[config.mk]
export PLATFORM = sky130hd
export DESIGN_NAME = anita3_readout_sequencer_flat
export DESIGN_NICKNAME = d
export VERILOG_FILES = /design/src/rtl/anita3_readout_sequencer_if.sv /design/src/rtl/anita3_readout_sequencer.sv /design/src/flat_wrapper.sv
export SDC_FILE = /design/constraint.sdc
export NUM_CORES = 1
export LEC_CHECK = 0
export CAP_MARGIN = 10
export CORE_UTILIZATION = 56
export DETAILED_ROUTE_END_ITERATION = 16
export GPL_TIMING_DRIVEN = 1
export HOLD_SLACK_MARGIN = 0.08
export PLACE_DENSITY_LB_ADDON = 0.05
export SLEW_MARGIN = 30
export SYNTH_ARGS = -nofsm -noshare
export SYNTH_HDL_FRONTEND = slang
export SYNTH_SLANG_ARGS = --single-unit
[constraint.sdc]
create_clock -name clk250_i -period 2.9 [get_ports clk250_i]
set_input_delay 0.58 -clock clk250_i [delete_from_list [all_inputs] [get_ports clk250_i]]
set_output_delay 0.58 -clock clk250_i [all_outputs]
set_load 0.1 [all_outputs]
[src/rtl/anita3_readout_sequencer_if.sv]
// anita3_readout_sequencer_if: digitize request, digitizer, readout and buffer-release signals of the readout sequencer
interface anita3_readout_sequencer_if #(parameter int EVCNT_WIDTH = 32);
  logic                   digitize;
  logic [1:0]             digitize_buffer;
  logic [3:0]             digitize_source;
  logic                   dig_start;
  logic [1:0]             dig_buffer;
  logic                   dig_done;
  logic                   readout_valid;
  logic                   readout_ready;
  logic [1:0]             readout_buffer;
  logic [3:0]             readout_source;
  logic [EVCNT_WIDTH-1:0] readout_event;
  logic                   readout_done;
  logic                   clear;
  logic [1:0]             clear_buffer;
  logic [2:0]             pending;
  logic                   overflow;
  logic                   timeout;
  logic                   err_clear;
  modport master (
    input  digitize, digitize_buffer, digitize_source, dig_done, readout_ready, readout_done, err_clear,
    output dig_start, dig_buffer, readout_valid, readout_buffer, readout_source, readout_event,
           clear, clear_buffer, pending, overflow, timeout
  );
  modport slave (
    output digitize, digitize_buffer, digitize_source, dig_done, readout_ready, readout_done, err_clear,
    input  dig_start, dig_buffer, readout_valid, readout_buffer, readout_source, readout_event,
           clear, clear_buffer, pending, overflow, timeout
  );
endinterface

[src/rtl/anita3_readout_sequencer.sv]
// anita3_readout_sequencer: queues digitize requests, runs the digitizer, hands events to readout and releases buffers
module anita3_readout_sequencer #(
  parameter int NUM_HOLD    = 4,
  parameter int EVCNT_WIDTH = 32,
  parameter int DIG_TIMEOUT = 4096
) (
  input logic clk250_i,
  input logic rst_n_i,
  anita3_readout_sequencer_if.master bus
);
  typedef enum logic [2:0] {IDLE, DIG, READ, RWAIT, CLEAR} state_t;
  localparam int PW = NUM_HOLD > 1 ? $clog2(NUM_HOLD) : 1;
  state_t state, state_n;
  logic digitize_q, push_pend, push, pop, full, ovf_set, tmo_set, hs, live;
  logic [5:0] push_data, cur;
  logic [5:0] mem [NUM_HOLD];
  logic [PW-1:0] wr_ptr, rd_ptr;
  logic [2:0] count;
  logic [15:0] timer;
  logic [EVCNT_WIDTH-1:0] evcnt, cur_ev;
  logic overflow, timeout;
  function automatic logic [PW-1:0] nxt(input logic [PW-1:0] p);
    return p == PW'(NUM_HOLD - 1) ? '0 : p + PW'(1);
  endfunction
  assign full    = count == 3'(NUM_HOLD);
  assign pop     = state == IDLE && count != 3'd0;
  assign push    = push_pend && (!full || pop);
  assign ovf_set = push_pend && full && !pop;
  assign hs      = state == READ && bus.readout_ready;
  assign tmo_set = state == DIG && timer == 16'(DIG_TIMEOUT - 1) && !bus.dig_done;
  // queue storage; the occupancy counter alone defines which slots are valid
  always_ff @(posedge clk250_i)
    if (push) mem[wr_ptr] <= push_data;
  // edge capture, queue pointers, current event, counters and sticky flags
  always_ff @(posedge clk250_i or negedge rst_n_i)
    if (!rst_n_i) begin
      digitize_q <= 1'b0;
      push_pend  <= 1'b0;
      push_data  <= '0;
      wr_ptr     <= '0;
      rd_ptr     <= '0;
      count      <= '0;
      state      <= IDLE;
      timer      <= '0;
      cur        <= '0;
      cur_ev     <= '0;
      evcnt      <= '0;
      overflow   <= 1'b0;
      timeout    <= 1'b0;
    end else begin
      digitize_q <= bus.digitize;
      push_pend  <= bus.digitize & ~digitize_q;
      if (bus.digitize & ~digitize_q) push_data <= {bus.digitize_buffer, bus.digitize_source};
      if (push) wr_ptr <= nxt(wr_ptr);
      if (pop) rd_ptr <= nxt(rd_ptr);
      count      <= count + {2'b0, push} - {2'b0, pop};
      state      <= state_n;
      timer      <= state == DIG ? timer + 16'd1 : '0;
      if (pop) begin
        cur    <= mem[rd_ptr];
        cur_ev <= evcnt;
      end
      if (hs) evcnt <= evcnt + EVCNT_WIDTH'(1);
      overflow   <= ovf_set | (overflow & ~bus.err_clear);
      timeout    <= tmo_set | (timeout & ~bus.err_clear);
    end
  // next state and event-path outputs; done is ignored on the first DIG cycle
  always_comb begin
    state_n = state;
    live    = state != IDLE;
    case (state)
      IDLE:    state_n = pop ? DIG : IDLE;
      DIG:     state_n = bus.dig_done && timer != 16'd0 ? READ : tmo_set ? CLEAR : DIG;
      READ:    state_n = bus.readout_ready ? RWAIT : READ;
      RWAIT:   state_n = bus.readout_done ? CLEAR : RWAIT;
      default: state_n = IDLE;
    endcase
    bus.dig_start      = state == DIG && timer == 16'd0;
    bus.dig_buffer     = live ? cur[5:4] : '0;
    bus.readout_valid  = state == READ;
    bus.readout_buffer = live ? cur[5:4] : '0;
    bus.readout_source = live ? cur[3:0] : '0;
    bus.readout_event  = live ? cur_ev : '0;
    bus.clear          = state == CLEAR;
    bus.clear_buffer   = state == CLEAR ? cur[5:4] : '0;
    bus.pending        = count;
    bus.overflow       = overflow;
    bus.timeout        = timeout;
  end
endmodule
[src/flat_wrapper.sv]
// flat-port wrapper written by rule: the top's interface ports become plain ports
module anita3_readout_sequencer_flat 
#(
  parameter int NUM_HOLD    = 4,
  parameter int EVCNT_WIDTH = 32,
  parameter int DIG_TIMEOUT = 4096
)
  (clk250_i, rst_n_i, bus_digitize, bus_digitize_buffer, bus_digitize_source, bus_dig_done, bus_readout_ready, bus_readout_done, bus_err_clear, bus_dig_start, bus_dig_buffer, bus_readout_valid, bus_readout_buffer, bus_readout_source, bus_readout_event, bus_clear, bus_clear_buffer, bus_pending, bus_overflow, bus_timeout);
  anita3_readout_sequencer_if #(.EVCNT_WIDTH(EVCNT_WIDTH)) bus_i ();
  input logic clk250_i;
  input logic rst_n_i;
  input wire logic [$bits(bus_i.digitize)-1:0] bus_digitize;
  input wire logic [$bits(bus_i.digitize_buffer)-1:0] bus_digitize_buffer;
  input wire logic [$bits(bus_i.digitize_source)-1:0] bus_digitize_source;
  input wire logic [$bits(bus_i.dig_done)-1:0] bus_dig_done;
  input wire logic [$bits(bus_i.readout_ready)-1:0] bus_readout_ready;
  input wire logic [$bits(bus_i.readout_done)-1:0] bus_readout_done;
  input wire logic [$bits(bus_i.err_clear)-1:0] bus_err_clear;
  output wire logic [$bits(bus_i.dig_start)-1:0] bus_dig_start;
  output wire logic [$bits(bus_i.dig_buffer)-1:0] bus_dig_buffer;
  output wire logic [$bits(bus_i.readout_valid)-1:0] bus_readout_valid;
  output wire logic [$bits(bus_i.readout_buffer)-1:0] bus_readout_buffer;
  output wire logic [$bits(bus_i.readout_source)-1:0] bus_readout_source;
  output wire logic [$bits(bus_i.readout_event)-1:0] bus_readout_event;
  output wire logic [$bits(bus_i.clear)-1:0] bus_clear;
  output wire logic [$bits(bus_i.clear_buffer)-1:0] bus_clear_buffer;
  output wire logic [$bits(bus_i.pending)-1:0] bus_pending;
  output wire logic [$bits(bus_i.overflow)-1:0] bus_overflow;
  output wire logic [$bits(bus_i.timeout)-1:0] bus_timeout;
  assign bus_i.digitize = bus_digitize;
  assign bus_i.digitize_buffer = bus_digitize_buffer;
  assign bus_i.digitize_source = bus_digitize_source;
  assign bus_i.dig_done = bus_dig_done;
  assign bus_i.readout_ready = bus_readout_ready;
  assign bus_i.readout_done = bus_readout_done;
  assign bus_i.err_clear = bus_err_clear;
  assign bus_dig_start = bus_i.dig_start;
  assign bus_dig_buffer = bus_i.dig_buffer;
  assign bus_readout_valid = bus_i.readout_valid;
  assign bus_readout_buffer = bus_i.readout_buffer;
  assign bus_readout_source = bus_i.readout_source;
  assign bus_readout_event = bus_i.readout_event;
  assign bus_clear = bus_i.clear;
  assign bus_clear_buffer = bus_i.clear_buffer;
  assign bus_pending = bus_i.pending;
  assign bus_overflow = bus_i.overflow;
  assign bus_timeout = bus_i.timeout;
  anita3_readout_sequencer #(.NUM_HOLD(NUM_HOLD), .EVCNT_WIDTH(EVCNT_WIDTH), .DIG_TIMEOUT(DIG_TIMEOUT)) u_core (.clk250_i(clk250_i), .rst_n_i(rst_n_i), .bus(bus_i));
endmodule
; ---- Word level (Yosys, flattened, before mapping)
; Memories as Yosys holds them, arrays and structs flattened. A register that Yosys moved wholly into a read port is not among the register bits.
; Cells that the tools add are included.
[word_totals]
latch_bits = 0
reg_bits = 100
out_inout_bits = 50
n_memories = 1
elab_cells = 68
in_bits = 13
mem_bits_rw = 24
romBits = 0
[op_classes]
div = 0
n_reduce_logical = 19
muxes = 15
bitwise_logic = 7
add_sub_neg = 6
shift = 0
magnitude_cmp = 0
n_eq_ne = 8
mul = 0
[mem_list]
columns = name, depth, word_bits, rd, rd_ports_with_merged_regs, wr, line
row1 = u_core.mem, 4, 6, 1, 1, 1, anita3_readout_sequencer.sv:16  ; logic [5:0] mem [NUM_HOLD];
[ops]
columns = cell, count
row1 = "32-bit by 1-bit adder with 32-bit output, second input constant", 1
row2 = 32-bit 2-to-1 mux, 1
row3 = "16-bit by 1-bit adder with 16-bit output, second input constant", 1
row4 = "16-bit by 12-bit == test with 1-bit output, second input constant", 1
row5 = 16-bit zero test, 1
row6 = 16-bit 2-to-1 mux, 1
row7 = 16-bit nonzero test, 1
row8 = 3-bit case mux with 4 select lines, 1
row9 = 1-bit logical AND, 9
row10 = 3-bit 2-to-1 mux, 3
row11 = 2-bit 2-to-1 mux, 4
row12 = "3-bit by 2-bit == test with 1-bit output, second input constant", 2
row13 = "3-bit == test, second input constant", 2
row14 = 3-bit nonzero test, 2
row15 = "2-bit by 1-bit adder with 2-bit output, second input constant", 2
row16 = "2-bit == test, second input constant", 2
row17 = 1-bit zero test, 4
row18 = 1-bit 2-to-1 mux, 4
row19 = 4-bit 2-to-1 mux, 1
row20 = 3-bit by 1-bit adder with 3-bit output, 1
row21 = 1-bit AND, 3
row22 = "3-bit by 1-bit == test with 1-bit output, second input constant", 1
row23 = 3-bit zero test, 1
row24 = 3-bit by 1-bit subtractor with 3-bit output, 1
row25 = other kinds (3), 5

; ---- Longest topological paths before layout
; Gate-level depths: netlist of run 1.
[logic_depth]
word_depth = 6
ltp_mapped = 11
depth_no_buf = 9

; ---- Least setup slack after synthesis of run 1
; OpenSTA, ideal clock, no wires.
[synth_timing]
path_type = register to output
from = register u_core.state[1]
to = output port bus_dig_start
setup_slack_ns = -1.690
t_arrival_ns = 4.010
n_path_buf = 1
path_stages_with_launch = 4
t_required_ns = 2.320
path_cell_list = dfrtp_1 > or3b_2 > clkbuf_1 > nor4_1
[synth_via]
elab_chain_cells = 2
[synth_rtl]
columns = item, line
row1 = from (decl), anita3_readout_sequencer.sv:13  ; state_t state, state_n;
row2 = from (signal assigned), anita3_readout_sequencer.sv:57  ; state <= state_n;
row3 = 3-bit by 1-bit == test with 1-bit output, anita3_readout_sequencer.sv:78  ; bus.dig_start = state == DIG && timer == 16'd0;
row4 = 1-bit logical AND, anita3_readout_sequencer.sv:78
row5 = to (decl), flat_wrapper.sv:19  ; output wire logic [$bits(bus_i.dig_start)-1:0] bus_dig_start;
; No other way between the ends.

; ---- Final worst setup path of run 1
; Ends and elaborated chain as after synthesis.

==> flow_summary_export.csv, run 1 <==
group,metric,value,unit
outcome,status,"complete, no violations",
worst_setup_path,crit_required,2.32,ns
clock_network,ctsResizeCount,0,
clock_network,cts_buffers,17,
worst_setup_path,worstSetupPathType,"reg -> out",
grt,grt_pass1_vias,3820,
sta,skew,0.0108,ns
pwr,intPower,4.51,mW
yosys,synth_cells,469,
yosys,syn-num-nets,493,
worst_setup_path,cp-start-kind,"flop",
worst_setup_path,cp_data_arrival_time,2.23,ns
placement,gp_congestion,0.795,
layout,stdcell_area,7680,µm²
yosys,yosysTopAreaCellShare,44.8,%
pwr,pwr-share-comb,39.3,%
yosys,ys_seq_area_share,57.0,%
floorplan,coreArea,10300,µm²
yosys,synth_edf_count,24,
yosys,synth_common_cells,"dfrtp_1, and2_1, mux2_2, nand2_1, xor2_1",
grt,antenna_found_initial,0,
drt,wl_met1,4600,µm
grt,grt_use_total,22.3,%
pwr,p_leak,3.39,nW
drt,drtPass1Iterations,4,
layout,final_nets,559,
sta,layout_worst_path_cycle_share,96.8,%
pwr,switching_share,38.6,%
floorplan,io_pins,63,
clock_network,cts_root_buffer,"clkbuf_8",
drt,wl_met2,5730,µm
sta,maxSlewHeadroom,60.8,%
drt,wl_per_cell,16.0,µm
grt,grt_pass1_wl,18800,µm
drt,ant_nets,0,
layout,multiInputGateArea,2400,µm²
clock_network,cts_tree,"built",
layout,syn2layout_area_growth,29.9,%
worst_setup_path,path_delay_family,"simple AND/OR/NAND/NOR gates",
placement,dpl.hpwl,7230,µm
floorplan,start_util,57.6,%
pwr,pwr-share-clk,29.1,%
floorplan,fp.dieH,105,µm
drt,top_layer,"met4",
yosys,synthFlopType,"dfrtp_1",
worst_setup_path,cp_num_buf_inv,1,
clock_network,htree_num_levels,4,
min_path,hold_class,"reg -> reg",
pwr,power.switching,2.84,mW
worst_setup_path,startpoint,"u_core.state[1]$_DFF_PN0_",
placement,port_buffers,62,
sta,final-hold-violation-count,0,
layout,nFillCells,694,
grt,overflow,0,
yosys,synth.area.top_cells,"dfrtp_1, edfxtp_1, mux2_2",
pwr,p_seq_share,31.6,%
yosys,synth_cell_types,47,
sta,final-setup-viol-count,0,
clock_network,clock_sinks,130,
drt,drt-initial-drc-count,124,
sta,tightest_slew,0.587,ns
yosys,ys_ff_latch,130,
drt,drc_errors,0,
drt,num_vias,3763,
drt,wirelength,10900,µm
clock_network,cts_buffer_depth,2,
worst_setup_path,max_stage_delay,0.54,ns
worst_setup_path,worstReg2RegStart,"u_core.state[0]$_DFF_PN0_",
sta,rsz0062_at_grt,"false",
pwr,totalPowerFinal,7.35,mW
floorplan,dieArea,11000,µm²
drt,via_per_inst,5.50,
floorplan,die_x,105,µm
yosys,synth_area,5920,µm²
worst_setup_path,crit_slowest_cell,"or3b_2",
drt,route.met3.wl,453,µm
clock_network,cts.clk_slew.worst_paths,0.06,ns
layout,antenna_cells,0,
sta,post-route-min-period,2.81,ns
flow_run,maxCapViolations,0,
worst_setup_path,critPathCaptureType,"output port",
min_path,worstHoldStart,"u_core.timer[0]$_DFF_PN0_",
sta,fmax,356,MHz
layout,drive_gt1_share,29.0,%
yosys,postSynth.asyncResetShare,81.5,%
pwr,p_per_area,957,nW/µm²
worst_setup_path,worstPathMaxFanout,8,
yosys,yosys.area.top_type,"dfrtp_1",
clock_network,post-cts-setup-buffers,0,
worst_setup_path,crit_chain,"or3b_2, nor4_2, buf_12",
placement,placed_cell_area,7060,µm²
grt,grt_start_max_net_pins,79,
floorplan,fp-row-count,37,
yosys,yosys_warnings,0,
yosys,synth.most_common_cell,"dfrtp_1",
layout,seq_area,3370,µm²
sta,slew_violations,0,
clock_network,holdBufCountCts,1,
yosys,syn_avg_cell_area,12.6,µm²
pwr,ir_drop,0.000711,V
clock_network,insertion_delay,0.52,ns
-- per-layer routing --
layer / GRT usage, % / up-vias
met5: 0 / -
met4: 8.15 / 0
met3: 5.18 / 16
met2: 37.0 / 91
met1: 28.6 / 1873
li1: - / 1783
-- cells in the final DEF, fill, tap and decap left out, types with 10 or more instances in the layout --
cell	netlist	routed
dfrtp_1	106	106
edfxtp_1	24	24
nand4_1	18	18
xnor2_1	19	19
ha_1	10	10
xor2_1	25	25
nor2_1	19	18
and2_1	49	48
clkdlybuf4s50_1	0	11
buf_12	0	42
buf_4	2	15
nand2_1	27	27
mux2_2	46	46
inv_1	16	16
clkbuf_16	0	18
-- path summary, 6_finish.rpt --
| path | end | slack [ns] | depth (start not counted) |
|---|---|---|---|
| worst max-delay path | bus_dig_start | 0.09 | 3 |
| worst min-delay path | u_core.timer[0]$_DFF_PN0_ | 0.48 | 1 |
| worst max register to register | u_core.bus.pending[2]$_DFF_PN0_ | 0.50 | 8 |
| worst min register to register | u_core.timer[0]$_DFF_PN0_ | 0.48 | 1 |
| max in group asynchronous | u_core.evcnt[20]$_DFFE_PN0P_ | 1.63 | 3 |
| min in group asynchronous | u_core.cur_ev[8]$_DFFE_PN0P_ | 0.52 | 2 |
-- state kept, by name, indices dropped and copies added (netlist names) --
| register | flops |
|---|---|
| u_core.wr_ptr | 2 |
| u_core.timer | 16 |
| u_core.digitize_q | 1 |
| u_core.bus.pending | 3 |
| u_core.cur | 6 |
| u_core.rd_ptr | 2 |
| u_core.state | 3 |
| u_core.cur_ev | 32 |
| u_core.bus.overflow | 1 |
| u_core.evcnt | 32 |
| u_core.mem | 24 |
| u_core.push_pend | 1 |
| u_core.bus.timeout | 1 |
| u_core.push_data | 6 |
-- cell families after synthesis --
family | after synthesis | share of synthesized area [%]
flops | 130 | 57.0
xor+xnor | 44 | 6.51
simple gates | 178 | 18.5
mux | 52 | 11.0
compound gates | 16 | 1.54
buf+inv | 38 | 2.94
fa+ha+maj | 11 | 2.45
-- per-stage QoR --
step	instances	setup WS [ns]	setup TNS, ns	util (%)	hold slack [ns]
final	684	0.0930	0	74.8	0.476
after global routing	684	0.0121	0	74.8	0.504
after CTS	684	0.0883	0	74.8	0.477
after detailed placement	651	0.225	0	68.7	0.469
after global placement	651	0.301	0	68.7	0.469
after floorplan	469	-0.538	-1.13	-	0.284
-- layout make-up --
class / instances / area share, %
Clock buffer: 20 / 6.09
Clock inverter: 12 / 1.87
Multi-Input combinational cell: 301 / 31.2
Tap cell: 136 / 2.21
Timing Repair Buffer: 69 / 14.0
Inverter: 16 / 0.782
Sequential cell: 130 / 43.9
-- power groups by stage --
stage / logic, mW / registers (mW) / clock network, mW
6_report: 2.89 / 2.32 / 2.14
5_1_grt: 3.04 / 2.35 / 2.26
4_1_cts: 2.93 / 2.32 / 2.18
3_5_place_dp: 2.90 / 2.35 / 0
3_3_place_gp: 2.85 / 2.33 / 0
2_1_floorplan: 1.92 / 2.43 / 0
Note: power is estimated with default switching activity, not from simulation.
==> run 2, diff against run 1 <==
--- a/config.mk
+++ b/config.mk
@@ -8,6 +8,7 @@
 export CAP_MARGIN = 10
 export CORE_UTILIZATION = 56
 export DETAILED_ROUTE_END_ITERATION = 16
+export GPL_ROUTABILITY_DRIVEN = 0
 export GPL_TIMING_DRIVEN = 1
 export HOLD_SLACK_MARGIN = 0.08
 export PLACE_DENSITY_LB_ADDON = 0.05
==> results of run 2 <==
Final layout, timing and power as in run 1 (identical DEF).
==> run 3, diff against run 2 <==
--- a/config.mk
+++ b/config.mk
@@ -12,7 +12,7 @@
 export GPL_TIMING_DRIVEN = 1
 export HOLD_SLACK_MARGIN = 0.08
 export PLACE_DENSITY_LB_ADDON = 0.05
-export SLEW_MARGIN = 30
+export SLEW_MARGIN = 20
 export SYNTH_ARGS = -nofsm -noshare
 export SYNTH_HDL_FRONTEND = slang
 export SYNTH_SLANG_ARGS = --single-unit
==> results of run 3 <==
Final layout, timing and power as in run 1 (identical DEF).
